[src/rtl/pci_pkg.sv]
// Shared types and constants for the PCI bus arbiter: FSM state encoding and
// the active-low signalling levels used on REQ#/GNT#/FRAME#/IRDY#.
package pci_pkg;

    typedef enum logic [1:0] {
        ST_PARK  = 2'd0,
        ST_TURN  = 2'd1,
        ST_GRANT = 2'd2,
        ST_BUSY  = 2'd3
    } arb_state_e;

    localparam logic ACT_LO   = 1'b0;
    localparam logic INACT_HI = 1'b1;

endpackage

[src/rtl/pci_bus_arbiter_if.sv]
// Arbiter-side view of the shared PCI bus: REQ#/GNT# pairs, FRAME#/IRDY# snoop
// and arbiter status. 'master' is the arbiter, 'slave' is the initiator side.
interface pci_bus_arbiter_if #(
    parameter int N_MASTERS = 4
);
    localparam int OW = $clog2(N_MASTERS);

    logic [N_MASTERS-1:0] req;
    logic [N_MASTERS-1:0] gnt;
    logic                 frame;
    logic                 irdy;
    logic [OW-1:0]        owner;
    logic                 busy;
    logic                 timeout;

    modport master (
        input  req, frame, irdy,
        output gnt, owner, busy, timeout
    );

    modport slave (
        output req, frame, irdy,
        input  gnt, owner, busy, timeout
    );

endinterface

[src/rtl/pci_rr_picker.sv]
// Combinational round-robin picker: first active-low request searching from
// owner+1 upward with wrap; owner itself is tried last unless excluded.
module pci_rr_picker
    import pci_pkg::*;
#(
    parameter int N_MASTERS = 4,
    localparam int OW = $clog2(N_MASTERS)
) (
    input  logic [N_MASTERS-1:0] req,
    input  logic [OW-1:0]        owner,
    input  logic                 exclude_owner,
    output logic [OW-1:0]        winner,
    output logic                 any_valid
);

    logic [OW-1:0] idx_s;
    logic          take_s;
    logic [OW-1:0] winner_s;
    logic          any_s;

    // Scan from the farthest offset down so the nearest requester is written last and wins.
    always_comb begin
        idx_s    = {OW{1'b0}};
        take_s   = 1'b0;
        winner_s = {OW{1'b0}};
        any_s    = 1'b0;
        for (int i = N_MASTERS; i >= 1; i--) begin
            idx_s    = OW'((int'(owner) + i) % N_MASTERS);
            take_s   = (req[idx_s] == ACT_LO) && !(exclude_owner && (i == N_MASTERS));
            winner_s = take_s ? idx_s : winner_s;
            any_s    = any_s | take_s;
        end
    end

    assign winner    = winner_s;
    assign any_valid = any_s;

endmodule

[src/rtl/pci_bus_arbiter.sv]
// Central PCI bus arbiter: round-robin REQ#/GNT# with bus parking, one-clock
// turnaround between different owners and revocation of unused grants.
module pci_bus_arbiter
    import pci_pkg::*;
#(
    parameter int N_MASTERS   = 4,
    parameter int GNT_TIMEOUT = 16,
    parameter int PARK_MASTER = 0
) (
    input  logic              clk,
    input  logic              rst_n,
    pci_bus_arbiter_if.master bus
);

    localparam int OW = $clog2(N_MASTERS);
    localparam int CW = $clog2(GNT_TIMEOUT + 1);
    localparam logic [OW-1:0]        PARK_IDX = OW'(PARK_MASTER);
    localparam logic [CW-1:0]        TO_LAST  = CW'(GNT_TIMEOUT - 1);
    localparam logic [CW-1:0]        CNT_MAX  = {CW{1'b1}};
    localparam logic [N_MASTERS-1:0] GNT_NONE = {N_MASTERS{INACT_HI}};

    function automatic logic [N_MASTERS-1:0] gnt_for(input logic [OW-1:0] idx);
        logic [N_MASTERS-1:0] m;
        m      = GNT_NONE;
        m[idx] = ACT_LO;
        return m;
    endfunction

    arb_state_e           state_r;
    logic [N_MASTERS-1:0] gnt_r;
    logic [OW-1:0]        owner_r;
    logic [OW-1:0]        winner_r;
    logic                 busy_r;
    logic                 timeout_r;
    logic [CW-1:0]        cnt_r;

    logic                 bus_idle_s;
    logic                 exclude_s;
    logic [OW-1:0]        winner_s;
    logic                 any_s;
    arb_state_e           rearb_state_s;
    logic [N_MASTERS-1:0] rearb_gnt_s;
    logic [OW-1:0]        rearb_owner_s;

    assign bus_idle_s = (bus.frame == INACT_HI) && (bus.irdy == INACT_HI);
    // Only the parked state may pick the current owner again through the picker.
    assign exclude_s  = (state_r != ST_PARK);

    pci_rr_picker #(
        .N_MASTERS (N_MASTERS)
    ) u_picker (
        .req           (bus.req),
        .owner         (owner_r),
        .exclude_owner (exclude_s),
        .winner        (winner_s),
        .any_valid     (any_s)
    );

    // Outcome of giving up the current grant: turnaround to another master, or park.
    always_comb begin
        rearb_state_s = ST_PARK;
        rearb_gnt_s   = gnt_for(PARK_IDX);
        rearb_owner_s = PARK_IDX;
        if (any_s) begin
            rearb_state_s = ST_TURN;
            rearb_gnt_s   = GNT_NONE;
            rearb_owner_s = owner_r;
        end else begin
            rearb_state_s = ST_PARK;
            rearb_gnt_s   = gnt_for(PARK_IDX);
            rearb_owner_s = PARK_IDX;
        end
    end

    // Arbiter FSM with registered GNT/OWNER/BUSY/TIMEOUT and the idle-grant counter.
    always_ff @(posedge clk or negedge rst_n) begin
        if (!rst_n) begin
            state_r   <= ST_PARK;
            gnt_r     <= GNT_NONE;
            owner_r   <= PARK_IDX;
            winner_r  <= PARK_IDX;
            busy_r    <= 1'b0;
            timeout_r <= 1'b0;
            cnt_r     <= {CW{1'b0}};
        end else begin
            timeout_r <= 1'b0;
            case (state_r)
                ST_PARK: begin
                    gnt_r   <= gnt_for(PARK_IDX);
                    owner_r <= PARK_IDX;
                    busy_r  <= 1'b0;
                    cnt_r   <= {CW{1'b0}};
                    if (bus_idle_s && any_s) begin
                        if (winner_s == PARK_IDX) begin
                            state_r <= ST_GRANT;
                        end else begin
                            winner_r <= winner_s;
                            gnt_r    <= GNT_NONE;
                            state_r  <= ST_TURN;
                        end
                    end else begin
                        state_r <= ST_PARK;
                    end
                end
                ST_TURN: begin
                    gnt_r   <= gnt_for(winner_r);
                    owner_r <= winner_r;
                    cnt_r   <= {CW{1'b0}};
                    state_r <= ST_GRANT;
                end
                ST_GRANT: begin
                    // A started transaction beats a timeout expiring on the same edge.
                    if (bus.frame == ACT_LO) begin
                        busy_r  <= 1'b1;
                        cnt_r   <= {CW{1'b0}};
                        state_r <= ST_BUSY;
                    end else if (!bus_idle_s) begin
                        state_r <= ST_GRANT;
                    end else if (bus.req[owner_r] == INACT_HI) begin
                        winner_r <= winner_s;
                        gnt_r    <= rearb_gnt_s;
                        owner_r  <= rearb_owner_s;
                        state_r  <= rearb_state_s;
                    end else if (cnt_r == TO_LAST) begin
                        timeout_r <= 1'b1;
                        cnt_r     <= {CW{1'b0}};
                        winner_r  <= winner_s;
                        gnt_r     <= rearb_gnt_s;
                        owner_r   <= rearb_owner_s;
                        state_r   <= rearb_state_s;
                    end else begin
                        cnt_r   <= (cnt_r != CNT_MAX) ? cnt_r + CW'(1) : cnt_r;
                        state_r <= ST_GRANT;
                    end
                end
                ST_BUSY: begin
                    if (!bus_idle_s) begin
                        state_r <= ST_BUSY;
                    end else if (!any_s && (bus.req[owner_r] == ACT_LO)) begin
                        busy_r  <= 1'b0;
                        cnt_r   <= {CW{1'b0}};
                        state_r <= ST_GRANT;
                    end else begin
                        busy_r   <= 1'b0;
                        winner_r <= winner_s;
                        gnt_r    <= rearb_gnt_s;
                        owner_r  <= rearb_owner_s;
                        state_r  <= rearb_state_s;
                    end
                end
                default: begin
                    state_r <= ST_PARK;
                    gnt_r   <= GNT_NONE;
                    owner_r <= PARK_IDX;
                    busy_r  <= 1'b0;
                    cnt_r   <= {CW{1'b0}};
                end
            endcase
        end
    end

    assign bus.gnt     = gnt_r;
    assign bus.owner   = owner_r;
    assign bus.busy    = busy_r;
    assign bus.timeout = timeout_r;

endmodule

[src/flat_wrapper.sv]
// flat-port wrapper written by rule: the top's interface ports become plain ports
module pci_bus_arbiter_flat import pci_pkg::*;
#(
    parameter int N_MASTERS   = 4,
    parameter int GNT_TIMEOUT = 16,
    parameter int PARK_MASTER = 0
)
  (clk, rst_n, bus_req, bus_frame, bus_irdy, bus_gnt, bus_owner, bus_busy, bus_timeout);
  pci_bus_arbiter_if #(.N_MASTERS(N_MASTERS)) bus_i ();
  input  logic clk;
  input  logic rst_n;
  input wire logic [$bits(bus_i.req)-1:0] bus_req;
  input wire logic [$bits(bus_i.frame)-1:0] bus_frame;
  input wire logic [$bits(bus_i.irdy)-1:0] bus_irdy;
  output wire logic [$bits(bus_i.gnt)-1:0] bus_gnt;
  output wire logic [$bits(bus_i.owner)-1:0] bus_owner;
  output wire logic [$bits(bus_i.busy)-1:0] bus_busy;
  output wire logic [$bits(bus_i.timeout)-1:0] bus_timeout;
  assign bus_i.req = bus_req;
  assign bus_i.frame = bus_frame;
  assign bus_i.irdy = bus_irdy;
  assign bus_gnt = bus_i.gnt;
  assign bus_owner = bus_i.owner;
  assign bus_busy = bus_i.busy;
  assign bus_timeout = bus_i.timeout;
  pci_bus_arbiter #(.N_MASTERS(N_MASTERS), .GNT_TIMEOUT(GNT_TIMEOUT), .PARK_MASTER(PARK_MASTER)) u_core (.clk(clk), .rst_n(rst_n), .bus(bus_i));
endmodule
[config.mk]
export PLATFORM = sky130hd
export DESIGN_NAME = pci_bus_arbiter_flat
export DESIGN_NICKNAME = d
export VERILOG_FILES = /design/src/rtl/pci_pkg.sv /design/src/rtl/pci_bus_arbiter_if.sv /design/src/rtl/pci_rr_picker.sv /design/src/rtl/pci_bus_arbiter.sv /design/src/flat_wrapper.sv
export SDC_FILE = /design/constraint.sdc
export NUM_CORES = 1
export LEC_CHECK = 0
export ABC_AREA = 1
export CORE_MARGIN = 3
export CORE_UTILIZATION = 54
export DETAILED_ROUTE_END_ITERATION = 8
export GPL_TIMING_DRIVEN = 0
export PLACE_DENSITY = 0.89
export SLEW_MARGIN = 20
export SYNTH_ARGS = -nofsm -noshare
export SYNTH_HDL_FRONTEND = slang
export SYNTH_SLANG_ARGS = --single-unit
[constraint.sdc]
create_clock -name clk -period 2.01 [get_ports clk]
set_input_delay 0.402 -clock clk [delete_from_list [all_inputs] [get_ports clk]]
set_output_delay 0.402 -clock clk [all_outputs]
set_load 0.02 [all_outputs]
## After elaboration in Yosys (flattened, before gate mapping)

Cells that the tools add are included.
Widths: inputs -> output; s select.

- Output and inout port bits: 8
- Flip-flop bits (word level): 17
- Input bits: 8
- Logic and storage cells: 130

- Equality and inequality tests: 17
- Add/sub/neg operators: 5
- Bitwise logic cells: 9
- Reduce and logical (&&, ||, !) cells: 16
- Magnitude comparators: 7
- Muxes and demuxes: 69

Operators with widths:

| operator | number |
|---|---|
| $mux 2 | 27 |
| $mux 5 | 7 |
| $mux 4 | 7 |
| $lt 2x3->1 const B | 6 |
| $mux 1 | 16 |
| $pmux 2 s4 | 2 |
| $pmux 4 s4 | 1 |
| $pmux 5 s3 | 1 |
| $bmux 1 s2 | 5 |
| $reduce_and 5->1 | 2 |
| $ne 2x1->1 const B | 4 |
| $ne 2x2->1 const B | 4 |
| $reduce_and 8->1 | 1 |
| $pmux 2 s3 | 1 |
| $add 5x1->5 const B | 1 |
| $eq 5x4->1 const B | 1 |
| $logic_and 1x1->1 | 5 |
| $ne 5x5->1 const B | 1 |
| $not 1->1 | 5 |
| $add 2x1->2 const B | 2 |
| $add 2x2->2 const B | 2 |
| $eq 2x2->1 const B | 2 |
| $logic_not 2->1 | 2 |
| $ne 4x2->1 const B | 1 |
| 14 further kinds | 17 |

## Longest topological paths before layout

Gate-level depths: netlist of the first run.

- Depth after elaboration: 14
- Mapped depth: 14

## Cells and area by module

Synthesis of the first run repeated with hierarchy kept, for this count alone.

- Cells, all modules: 192
- Area total of the unflattened synthesis: 1343.8 um2

By module, submodules not included:

| module | instances | area each (um2) | cells an instance |
|---|---|---|---|
| pci_bus_arbiter | 1 | 1097.3 | 135 |
| pci_rr_picker | 1 | 246.5 | 57 |

## Worst setup path before layout of the first run

Ideal clock, no wire load.

- Path kind: register -> register
- Start: register u_core.owner_r[0], in the netlist u_core.bus.owner[0]
- End: register u_core.winner_r[1]
- Stages on the path, launching flop included: 15
- Path slack: 409 ps
- Setup time: 117 ps
- Period minus slack after synthesis: 1601 ps
- Data required time: 1893 ps
- Data arrival time: 1484 ps
- Path through: dfrtp_1 buf_6 inv_8 nand2_4 nand3_2 nand2_2 nand2_1 nand3_2 nand3_2 nand2_1 inv_2 nor2_4 nand2_2 nand2_1 nand2_1

- Cells in the longest elaborated chain, start to end: 14
- Elaborated cells on any way between the ends: 45

Ends and longest elaborated chain:

| element | RTL line | text |
|---|---|---|
| start, declared | pci_bus_arbiter.sv:31 | `logic [OW-1:0] owner_r;` |
| start signal, assigned | pci_bus_arbiter.sv:107 | `owner_r <= winner_r;` |
| start signal, assigned | pci_bus_arbiter.sv:122 | `owner_r <= rearb_owner_s;` |
| start signal, assigned | pci_bus_arbiter.sv:129 | `owner_r <= rearb_owner_s;` |
| $add 2x1->2 | pci_rr_picker.sv:28 | `idx_s = OW'((int'(owner) + i) % N_MASTERS);` |
| $bmux 1 s2 | pci_rr_picker.sv:29 | `take_s = (req[idx_s] == ACT_LO) && !(exclude_owner && (i == N_MASTERS));` |
| $mux 1 (not written as such) | pci_rr_picker.sv:29 |  |
| $not 1->1 | pci_rr_picker.sv:29 |  |
| $logic_and 1x1->1 | pci_rr_picker.sv:29 |  |
| $mux 2 (4 in series) | pci_rr_picker.sv:30 | `winner_s = take_s ? idx_s : winner_s;` |
| $mux 2 | pci_bus_arbiter.sv:124 | `end else if (cnt_r == TO_LAST) begin` |
| $mux 2 | pci_bus_arbiter.sv:119 | `end else if (bus.req[owner_r] == INACT_HI) begin` |
| $mux 2 | pci_bus_arbiter.sv:117 | `end else if (!bus_idle_s) begin` |
| $mux 2 | pci_bus_arbiter.sv:113 | `if (bus.frame == ACT_LO) begin` |
| $pmux 2 s3 | pci_bus_arbiter.sv:87 | `case (state_r)` |
| end signal, assigned | pci_bus_arbiter.sv:97 | `winner_r <= winner_s;` |
| end signal, assigned | pci_bus_arbiter.sv:120 | `winner_r <= winner_s;` |
| end signal, assigned | pci_bus_arbiter.sv:127 | `winner_r <= winner_s;` |
| end, declared | pci_bus_arbiter.sv:32 | `logic [OW-1:0] winner_r;` |

Parallel ways exist; a longest one is shown, timed or not. The select of a mux whose other input is x is not followed.
A chain may end at the register's enable or synchronous reset.

## Final worst setup path of the first run

- Start: register u_core.owner_r[1], in the netlist u_core.bus.owner[1]
- End: output port bus_owner[1]

RTL lines:

| element | RTL line | text |
|---|---|---|
| end, declared | flat_wrapper.sv:16 | `output wire logic [$bits(bus_i.owner)-1:0] bus_owner;` |

No word-level cell between the ends.

==> results of run 1 <==
## path summary, 6_finish.rpt
path / cells after the start / slack, ps / endpoint / start
max in group asynchronous: 1 / 980 / u_core.winner_r[0]$_DFFE_PN0P_ / rst_n
setup / recovery: 1 / 160 / bus_owner[1] / u_core.bus.owner[1]$_DFFE_PN0P_
hold / removal: 1 / 480 / u_core.bus.gnt[3]$_DFFE_PN1P_ / u_core.winner_r[1]$_DFFE_PN0P_
setup reg to reg: 13 / 310 / u_core.winner_r[0]$_DFFE_PN0P_ / u_core.bus.owner[0]$_DFFE_PN0P_
min in group asynchronous: 1 / 550 / u_core.cnt_r[4]$_DFFE_PN0P_ / rst_n
hold reg to reg: 1 / 480 / u_core.bus.gnt[3]$_DFFE_PN1P_ / u_core.winner_r[1]$_DFFE_PN0P_
## cell usage in the layout (no fill, tap or decap), types with 2 or more instances in the layout
cell	n
nand2_1	46
inv_1	19
clkdlybuf4s50_1	15
dfrtp_1	13
nand2_2	11
nor2_1	9
nand3_1	8
a21oi_1	8
inv_2	5
nor2_4	4
nand3_2	4
nand4_1	4
dfstp_2	4
nor2_2	3
nor3_1	3
clkbuf_4	3
nand2_4	2
o21ai_1	2
o21ai_0	2
o22a_1	2
## sequential cells by signal, indices dropped and copies added, names as in the netlist
name	cells
u_core.bus.owner	2
u_core.bus.timeout	1
u_core.state_r	2
u_core.bus.gnt	4
u_core.bus.busy	1
u_core.winner_r	2
u_core.cnt_r	5
## cells by family after synthesis
family,after synthesis,synth area share
AO/OA/AOI/OAI,19,0.114
XOR/XNOR,1,0.00724
adder cells (fa/ha/maj),1,0.0103
buffers and inverters,27,0.100
flip-flops,17,0.356
multiplexers,1,0.00931
AND/OR/NAND/NOR,95,0.403
## area by class of cell
type / count / area (sq um)
Fill cell: 168 / 622
Sequential cell: 17 / 430
Tap cell: 27 / 33.8
Multi-Input combinational cell: 117 / 658
Clock buffer: 4 / 26.3
Inverter: 26 / 110
Buffer: 1 / 11.3
Timing Repair Buffer: 15 / 150
## through the flow
stage	util	hold WS (ps)	instances
5_1_grt	0.695	498	207
6_report	0.695	478	207
4_1_cts	0.695	483	207
2_1_floorplan	-	106	161
3_3_place_gp	0.683	465	203
3_5_place_dp	0.683	468	203
## power by group through the flow
stage | Clock, W | Combinational, W | Sequential, W
finish | 0.000182 | 0.00140 | 0.000593
global placement | 0 | 0.00133 | 0.000591
floorplan | 0 | 0.000998 | 0.000653
detailed placement | 0 | 0.00138 | 0.000598
global route | 0.000197 | 0.00155 | 0.000605
CTS | 0.000184 | 0.00139 | 0.000592
## per-layer routing
metal	up-vias	wire, um
li1	554	-
met1	520	1050
met2	51	1300
met3	10	146
met4	0	46
met5	-	0
==> flow_metrics.py, run 1 <==
metrics = {
    "floorplan": {
        "die_area_sq_mm": 0.00284,
        "ios": 16,
        "die_x_um": 53.3,
        "die_h_um": 53.3,
        "initial_utilization": 0.593,
        "rows": 16,
        "coreArea_sq_mm": 0.00204,
    },
    "hold_path": {
        "hold_class": "reg -> reg",
    },
    "cts": {
        "h-tree-depth": 1,
        "root_buffer": "clkbuf_4",
        "ctsHoldBuffers": 0,
        "post_cts_buffers": 0,
        "clock_sinks": 17,
        "cts_resized": 0,
        "clk_path_buf_depth": 2,
        "clk_pin_slew_worst_paths_ps": 90,
        "numCtsBuffers": 3,
        "cts_tree": "done",
        "clk_latency_ps": 290,
    },
    "logic_synthesis": {
        "yosysTopAreaCellShare": 0.269,
        "synth_async_sr_flop_share": 1.00,
        "synthTopCellsByArea": "dfrtp_1, nand2_1, dfstp_2",
        "synth_cells": 161,
        "seq_area_frac_synth": 0.356,
        "syn_avg_cell_area_sq_um": 7.51,
        "synthFlopType": "dfrtp_1",
        "yosys.area.top_type": "dfrtp_1",
        "synth.distinct_cells": 30,
        "synth_edf_count": 0,
        "synth_most_common_cell": "nand2_1",
        "synthTopCellsByCount": "nand2_1, inv_1, dfrtp_1",
        "syn-cell-area_sq_mm": 0.00121,
        "yosys_warnings": 0,
        "ys_seq_elements": 17,
        "syn_nets": 170,
    },
    "route": {
        "drtIter0Drc": 37,
        "drtAntennaViolNets": 0,
        "wl_mm": 2.55,
        "wl_per_cell_um": 12.3,
        "dr.pass1.iters": 4,
        "vias_per_cell": 5.48,
        "remaining_drc_errors": 0,
        "via_count": 1135,
    },
    "global_route": {
        "met2_usage": 0.373,
        "busiest_layer": "met2",
        "antenna_found_initial": 0,
        "grt_pass1_vias": 1070,
        "use_met1": 0.248,
        "overflow": 0,
        "grt_pass1_wl_mm": 4.37,
        "grt_start_max_net_pins": 18,
        "met3_usage": 0.0507,
        "grt_use_total": 0.210,
    },
    "place": {
        "numPortBuffers": 15,
        "hpwl_mm": 2.02,
        "place_area_sq_mm": 0.00139,
        "gp_congestion": 0.780,
        "dp_slack_ps": -8.48,
    },
    "sta": {
        "setup_ws_ps": 162,
        "worst_pin_slew_ps": 765,
        "finalSetupTns_ps": 0,
        "setup-violations-final": 0,
        "drv_slew": 0,
        "fin_crit_sh": 0.919,
        "hold_viol": 0,
        "min_period_ps": 1850,
        "slew_headroom": 0.488,
        "fin_skew_ps": 5.33,
        "rsz0062_at_grt": "false",
        "fmax_ghz": 0.541,
    },
    "setup_path": {
        "endpoint_kind": "output pin",
        "worstPathArrival_ps": 1450,
        "path_max_fanout": 7,
        "crit_required_ps": 1610,
        "cp-start-kind": "flip-flop",
        "path_class": "reg -> out",
        "critical_path.top_delay_family": "buffers and inverters",
        "cp.buffers_inverters": 1,
        "slowest_delay_ps": 660,
        "critPathSlowestCell": "clkdlybuf4s50_1",
        "crit_chain": "clkdlybuf4s50_1",
    },
    "final_layout": {
        "antenna_cells_inserted": 0,
        "nets": 190,
        "drive_gt1_frac": 0.239,
        "final_area_sq_mm": 0.00142,
        "syn2layout_area_growth_pct": 17.4,
    },
    "power_and_ir_drop": {
        "seqPwrFrac": 0.273,
        "totalPowerFinal_w": 0.00217,
        "combPwrFrac": 0.643,
        "swShare": 0.497,
        "intPower_w": 0.00109,
        "p_leak_nw": 0.681,
        "powerDensity_mw_per_mm2": 1530,
        "clkPwrFrac": 0.084,
        "netSwitchingPower_w": 0.00108,
        "vdd_drop_max_mv": 1.13,
    },
    "flow_run": {
        "cap_violations": 0,
    },
    "outcome": {
        "status": "completed",
    },
}
Power figures use the tool's default switching activity.
==> run 2: changes to the inputs <==
- SKIP_LAST_GASP: default -> 1
==> results of run 2 <==
The final DEF is identical to that of run 1; final timing and power are the same.
==> run 3: changes to the inputs <==
- CORE_ASPECT_RATIO: default -> 0.5
- CORE_UTILIZATION: 54 -> 25
- GPL_TIMING_DRIVEN: 0 -> default
- PLACE_DENSITY: 0.89 -> 0.53
==> run 3 against run 2 <==
Combinational power barely moved. Clock power grew 42%. Sequential share of layout area shrank 1.9 points. Via count fell by 6.7%. Critical endpoint is now bus_gnt[0]. Sequential power barely moved. Register-to-register slack is essentially flat. Global-route usage shrank 11 points. Largest power group unchanged. Design area up 6.7%.
==> flow_metrics.py, run 3 (synthesis results as in run 1) <==
metrics = {
    "route": {
        "via_count": 1059,
        "drtIter0Drc": 26,
        "vias_per_cell": 4.24,
        "remaining_drc_errors": 0,
        "dr.pass1.iters": 4,
        "drtAntennaViolNets": 0,
        "wl_mm": 2.54,
        "wl_per_cell_um": 10.2,
    },
    "flow_run": {
        "cap_violations": 0,
    },
    "floorplan": {
        "ios": 16,
        "die_h_um": 55.2,
        "coreArea_sq_mm": 0.00453,
        "initial_utilization": 0.267,
        "die_area_sq_mm": 0.00576,
        "rows": 17,
        "die_x_um": 104,
    },
    "place": {
        "gp_congestion": 0.848,
        "dp_slack_ps": -16.8,
        "hpwl_mm": 2.07,
        "numPortBuffers": 15,
    },
    "sta": {
        "worst_pin_slew_ps": 430,
        "drv_slew": 0,
        "fmax_ghz": 0.558,
        "setup-violations-final": 0,
        "min_period_ps": 1790,
        "slew_headroom": 0.712,
        "hold_viol": 0,
        "fin_skew_ps": 5.46,
        "fin_crit_sh": 0.892,
        "hold_ws_ps": 466,
        "rsz0062_at_grt": "false",
        "setup_ws_ps": 217,
    },
    "power_and_ir_drop": {
        "clkPwrFrac": 0.114,
        "seqPwrFrac": 0.263,
        "vdd_drop_max_mv": 0.353,
        "netSwitchingPower_w": 0.00108,
        "intPower_w": 0.00117,
        "powerDensity_mw_per_mm2": 1490,
        "combPwrFrac": 0.623,
        "p_leak_nw": 0.711,
        "swShare": 0.481,
    },
    "cts": {
        "clock_sinks": 17,
        "cts_resized": 0,
        "clk_path_buf_depth": 2,
        "clk_pin_slew_worst_paths_ps": 70,
        "numCtsBuffers": 3,
        "cts_tree": "done",
        "root_buffer": "clkbuf_8",
        "ctsHoldBuffers": 0,
        "clk_latency_ps": 250,
        "post_cts_buffers": 0,
        "h-tree-depth": 1,
    },
    "hold_path": {
        "hold_class": "in -> async",
    },
    "setup_path": {
        "slowest_delay_ps": 600,
        "path_class": "reg -> out",
        "reg2regPathDepth": 10,
        "endpoint_kind": "output pin",
        "critical_path.top_delay_family": "buffers and inverters",
        "critPathSlowestCell": "clkdlybuf4s50_1",
        "worstPathArrival_ps": 1390,
        "path_max_fanout": 2,
        "crit_chain": "clkdlybuf4s50_1",
        "crit_required_ps": 1610,
        "worst-path-stages": 1,
        "cp-start-kind": "flip-flop",
        "cp.buffers_inverters": 1,
    },
    "outcome": {
        "status": "completed",
    },
    "final_layout": {
        "antenna_cells_inserted": 0,
        "layout_commonest_cell": "nand2_1",
        "nets": 194,
        "layout_common_cells": "nand2_1, inv_1, clkdlybuf4s50_1, dfrtp_1, nand2_2",
        "drive_gt1_frac": 0.261,
        "syn2layout_area_growth_pct": 25.2,
        "top_register": "u_core.cnt_r",
        "largest_reg_flops": 5,
    },
    "global_route": {
        "grt_pass1_vias": 992,
        "grt_use_total": 0.0992,
        "grt_pass1_wl_mm": 4.64,
        "grt_start_max_net_pins": 18,
        "overflow": 0,
        "antenna_found_initial": 0,
    },
}
-- run 3: changes by cell type in the layout (fill, tap and decap cells not counted) --
cell and change:
clkbuf_1 -1, clkbuf_4 -3, clkbuf_8 +3, clkinv_2 +1, buf_4 +5, buf_6 -1
-- run 3: path summary, 6_finish.rpt --
path / start / end / slack [ps]
worst max register to register: u_core.state_r[0]$_DFF_PN0_ / u_core.winner_r[0]$_DFFE_PN0P_ / 310
worst min register to register: u_core.winner_r[1]$_DFFE_PN0P_ / u_core.bus.gnt[3]$_DFFE_PN1P_ / 480
worst max-delay path: u_core.bus.gnt[0]$_DFFE_PN1P_ / bus_gnt[0] / 220
worst min-delay path: rst_n / u_core.bus.timeout$_DFF_PN0_ / 470
max in group asynchronous: rst_n / u_core.bus.gnt[1]$_DFFE_PN1P_ / 1280
min in group clk: u_core.winner_r[1]$_DFFE_PN0P_ / u_core.bus.gnt[3]$_DFFE_PN1P_ / 480
-- run 3: metrics by stage --
step                      utilization  instances  cell area [sq um]  TNS (ps)  power [W]
after global placement          0.324        246               1470     -25.6    0.00200
final                           0.334        250               1520         0    0.00225
after CTS                       0.334        250               1520         0    0.00228
after detailed placement        0.324        246               1470     -42.6    0.00201
after global routing            0.334        250               1520         0    0.00248
after floorplan                     -        161               1210         0    0.00165
-- run 3: cell type report --
type | instances | area (sq um)
flip-flops and latches | 17 | 430
clock inverters | 1 | 5.00
inverters | 26 | 110
multi-input cells | 117 | 658
repair buffers | 20 | 188
fillers | 495 | 3020
well taps | 66 | 82.6
clock buffers | 3 | 41.3
-- run 3: routing by layer --
layer | vias to the layer above | routed length (um) | global-route usage
met4 | 0 | 20 | 0.0199
met1 | 491 | 1310 | 0.127
li1 | 556 | - | -
met2 | 10 | 1170 | 0.181
met3 | 2 | 49 | 0.0185
met5 | - | 0 | 0
-- run 3: power groups by stage --
stage          clock, W  combinational, W  sequential (W)
2_1_floorplan         0          0.000998        0.000653
3_3_place_gp          0           0.00140        0.000598
3_5_place_dp          0           0.00141        0.000603
4_1_cts        0.000268           0.00142        0.000595
5_1_grt        0.000290           0.00157        0.000616
6_report       0.000258           0.00140        0.000592
